[config.mk]
export PLATFORM = sky130hd
export DESIGN_NAME = gray_step_arbiter
export DESIGN_NICKNAME = d
export VERILOG_FILES = /design/src/rtl/gray_pkg.sv /design/src/rtl/gray_stepper.sv /design/src/rtl/gray_step_arbiter.sv
export SDC_FILE = /design/constraint.sdc
export NUM_CORES = 1
export LEC_CHECK = 0
export BUFFER_PORTS_ARGS = -buffer_cell sky130_fd_sc_hd__buf_2
export CORE_ASPECT_RATIO = 0.7
export CORE_MARGIN = 3
export CORE_UTILIZATION = 25
export CTS_CLUSTER_SIZE = 14
export DETAILED_ROUTE_END_ITERATION = 8
export HOLD_SLACK_MARGIN = 0.06
export PLACE_DENSITY_LB_ADDON = 0.25
export REMOVE_ABC_BUFFERS = 1
export SKIP_CTS_REPAIR_TIMING = 1
export SLEW_MARGIN = 20
export SYNTH_ARGS = -nofsm -noshare
export SYNTH_HDL_FRONTEND = slang
export SYNTH_SLANG_ARGS = --single-unit
[constraint.sdc]
create_clock -name Clk -period 2 [get_ports Clk]
set_clock_uncertainty 0.1 [all_clocks]
set_input_delay 0.4 -clock Clk [delete_from_list [all_inputs] [get_ports Clk]]
set_output_delay 0.4 -clock Clk [all_outputs]
set_load 0.05 [all_outputs]
[src/rtl/gray_pkg.sv]
// Shared definitions for the Gray step arbiter: FSM states, code width and
// the Gray successor function used by the stepper.
package gray_pkg;

    localparam int GRAY_W = 3;
    localparam logic [GRAY_W-1:0] GRAY_LAST = 3'b100;

    typedef enum logic [1:0] {
        IDLE = 2'd0,
        RUN  = 2'd1,
        DONE = 2'd2
    } state_t;

    // Convert to binary, increment, convert back; wraps 100 -> 000.
    function automatic logic [GRAY_W-1:0] gray_next(input logic [GRAY_W-1:0] code);
        logic [GRAY_W-1:0] bin;
        logic [GRAY_W-1:0] inc;
        bin[GRAY_W-1] = code[GRAY_W-1];
        for (int i = GRAY_W - 2; i >= 0; i--) begin
            bin[i] = bin[i+1] ^ code[i];
        end
        inc = bin + 1'b1;
        return inc ^ (inc >> 1);
    endfunction

endpackage

[src/rtl/gray_stepper.sv]
// 3-bit Gray register that advances once per enabled cycle, with a sticky
// overflow flag raised on the wrap back to 000.
module gray_stepper
    import gray_pkg::*;
(
    input  logic              Clk,
    input  logic              Reset,
    input  logic              En,
    input  logic              OvfClr,
    output logic [GRAY_W-1:0] Gray,
    output logic              Overflow
);

    logic [GRAY_W-1:0] gray_q, gray_d;
    logic              ovf_q, ovf_d;
    logic              wrap;

    always_ff @(posedge Clk) begin
        if (!Reset) begin
            gray_q <= '0;
            ovf_q  <= 1'b0;
        end else begin
            gray_q <= gray_d;
            ovf_q  <= ovf_d;
        end
    end

    // A wrap on the same cycle as a clear keeps the flag set.
    always_comb begin
        wrap   = En && (gray_q == GRAY_LAST);
        gray_d = En ? gray_next(gray_q) : gray_q;
        if (wrap) begin
            ovf_d = 1'b1;
        end else if (OvfClr) begin
            ovf_d = 1'b0;
        end else begin
            ovf_d = ovf_q;
        end
    end

    assign Gray     = gray_q;
    assign Overflow = ovf_q;

endmodule

[src/rtl/gray_step_arbiter.sv]
// Round-robin arbiter granting bursts of Gray counter steps to one of two
// requesters at a time, pulsing a per-requester done at the end of each burst.
module gray_step_arbiter
    import gray_pkg::*;
#(
    parameter int LEN_W = 4
) (
    input  logic              Clk,
    input  logic              Reset,
    input  logic [1:0]        Req,
    input  logic [LEN_W-1:0]  Len0,
    input  logic [LEN_W-1:0]  Len1,
    input  logic              OvfClr,
    output logic [1:0]        Gnt,
    output logic              Busy,
    output logic [1:0]        Done,
    output logic [GRAY_W-1:0] Gray,
    output logic              Overflow
);

    state_t           state_q, state_d;
    logic [1:0]       gnt_q, gnt_d;
    logic [LEN_W-1:0] remain_q, remain_d;
    logic             last_q, last_d;
    logic             win;
    logic [LEN_W-1:0] len_sel;

    always_ff @(posedge Clk) begin
        if (!Reset) begin
            state_q  <= IDLE;
            gnt_q    <= 2'b00;
            remain_q <= '0;
            last_q   <= 1'b1;
        end else begin
            state_q  <= state_d;
            gnt_q    <= gnt_d;
            remain_q <= remain_d;
            last_q   <= last_d;
        end
    end

    always_comb begin
        state_d  = state_q;
        gnt_d    = gnt_q;
        remain_d = remain_q;
        last_d   = last_q;
        // On a tie the requester not served last wins.
        win      = (Req == 2'b11) ? ~last_q : Req[1];
        len_sel  = win ? Len1 : Len0;
        case (state_q)
            IDLE: begin
                gnt_d = 2'b00;
                if (Req != 2'b00) begin
                    gnt_d    = win ? 2'b10 : 2'b01;
                    remain_d = len_sel;
                    state_d  = (len_sel != '0) ? RUN : DONE;
                end
            end
            RUN: begin
                if (remain_q != '0) begin
                    remain_d = remain_q - 1'b1;
                end
                if (remain_q <= 1) begin
                    state_d = DONE;
                end
            end
            DONE: begin
                last_d  = gnt_q[1];
                gnt_d   = 2'b00;
                state_d = IDLE;
            end
            default: begin
                gnt_d   = 2'b00;
                state_d = IDLE;
            end
        endcase
    end

    generate
        for (genvar gi = 0; gi < 2; gi++) begin : g_done
            assign Done[gi] = (state_q == DONE) && gnt_q[gi];
        end
    endgenerate

    assign Gnt  = gnt_q;
    assign Busy = (state_q != IDLE);

    gray_stepper u_stepper (
        .Clk      (Clk),
        .Reset    (Reset),
        .En       (state_q == RUN),
        .OvfClr   (OvfClr),
        .Gray     (Gray),
        .Overflow (Overflow)
    );

endmodule

==> qor.yml <==
placed_design:
  postPlaceCellArea_um2: 925
  post-dp-hpwl_um: 1400
  place_congestion: 0.732
  port_buffers: 21
  pre_cts_ws_ps: 304
clock_tree:
  cts_root_buf: "clkbuf_8"
  cts.sinks: 13
  clock_latency_ps: 240
  cts_buffers: 3
  htree_levels: 1
  cts.path.max_buffers: 2
  clk_pin_slew_ps: 50
  cts_tree: "yes"
layout:
  area_delta_synth_final_pct: 24.6
  final_common_cell: "buf_2"
  diodes: 0
  fin_area_um2: 970
  drive_gt1_frac: 0.289
  finish.utilization: 0.336
  final_nets: 131
  layout_common_cells: "buf_2 (21), dfxtp_1 (13), nor2_1 (12), a21oi_1 (9), inv_1 (7)"
sta:
  rsz0062_at_grt: "false"
  fmax_mhz: 563
  min_period_ps: 1780
  finalCritPeriodShare: 0.889
  tightestPinTransition_ps: 399
  setup_viol: 0
  setup_tns_ps: 0
  hold_viol: 0
  max_slew_margin: 0.734
  setup_slack_ps: 223
  slew_viol_final: 0
power_and_ir_drop:
  p_leak_nw: 0.414
  powerDensity_nw_per_um2: 985
  ir_worst_vdd_mv: 0.394
  total_power_uw: 955
synthesis:
  async_flop_share: 0
  synth_area_um2: 778
  synth.avg_cell_area_um2: 8.74
  synth-edff-count: 0
  synth_seq_cells: 13
  synthCells: 89
  synth.distinct_cells: 30
  yosys_warnings: 0
  synth-main-ff-cell: "dfxtp_1"
  ys_seq_area_frac: 0.334
floorplanning:
  die_h_um: 52.7
  chipWidth_um: 72.7
  dieArea_um2: 3830
  coreArea_um2: 2880
  initial_core_util: 0.270
  rows: 16
  ios: 22
detailed_routing:
  drcViolationCount: 0
  drt_iter0_drc: 15
  wirelength_um: 1720
  routedWlPerCell_um: 11.5
  vias: 699
  routed_via_density: 4.66
  drtPass1Iterations: 4
  ant_nets: 0
setup_path:
  critPathLaunchType: "register"
  cpMaxStageDelayCell: "dfxtp_1"
  setup.worst_path.class: "register to output pin"
  worstPathArrival_ps: 1280
  cp_cell_sequence: "nand2b_1 -> nor2_1 -> buf_2"
  worst_setup_path_end_kind: "output pin"
  crit_buf_inv: 1
  cpLargestDelayFamily: "flip-flops"
  critPathMaxStageDelay_ps: 480
  worstPathRequired_ps: 1500
  crit_fanout: 8
flow_run:
  maxCapViolations: 0
grt:
  antenna_found_initial: 0
  grt_pass1_wl_um: 2700
  grt_max_degree: 11
  track_usage: 0.0925
  first_global_vias: 605
  overflow: 0
min_path:
  holdCritPathClass: "primary input to register"
outcome:
  status: "completed"
cell families after synthesis:
kind of cell,count (synthesis),synth area share
DFF,13,0.334
and+or+nand+nor,30,0.193
buffers and inverters,10,0.0627
muxes,7,0.0932
AOI/OAI and AO/OA,26,0.268
adders and majority gates,3,0.0482
area by class of cell:
type	instances	area (um2)
fill	315	1910
multi-input combinational	66	469
sequential	13	260
timing repair buffer	23	120
clock buffer	4	45.0
tap	36	45.0
inverter	8	30.0
report_power, final:
part	switching, mW	total, mW	internal [mW]
combinational	0.221	0.366	0.145
clock	0.0926	0.233	0.141
sequential	0.0540	0.356	0.302
total	0.368	0.955	0.587
cell usage after synthesis (all sizes together) (2+ instances only):
cell	instances	area, um2
dfxtp	13	260
nor2	12	45.0
a21oi	9	45.0
inv	7	26.3
nand2	6	22.5
mux2i	5	50.1
o31ai	4	35.0
ha	3	37.5
nand2b	3	18.8
nor4	3	18.8
o21ai	3	15.0
a311oi	2	35.0
buf	2	18.8
mux2	2	22.5
o211ai	2	15.0
or2b	2	15.0
worst register-to-register path: stages (launching register included):
cell	delay, ps
dfxtp_1	430
inv_1	110
ha_1	240
a311oi_4	410
a21oi_1	120
a31o_1	210
path summary, 6_finish.rpt:
kind              cells past startpoint            endpoint        start  slack, ps
setup / recovery                      3             Done[1]   state_q[1]        220
setup reg to reg                      5         remain_q[3]  remain_q[0]        270
hold reg to reg                       2              Gnt[0]       Gnt[0]        370
hold / removal                        4  u_stepper.Overflow       OvfClr        360
metrics by stage:
stage          std cells  hold WS [ps]
6_report             150           356
5_1_grt              150           373
4_1_cts              150           351
3_5_place_dp         146           371
3_3_place_gp         146           361
2_1_floorplan         87           406
layer usage:
metal  wire, um  GRT usage
met4          8     0.0184
met3        151     0.0364
met2        665      0.136
met1        896      0.127
met5          0          0
Note: power is estimated with default switching activity, not from simulation.
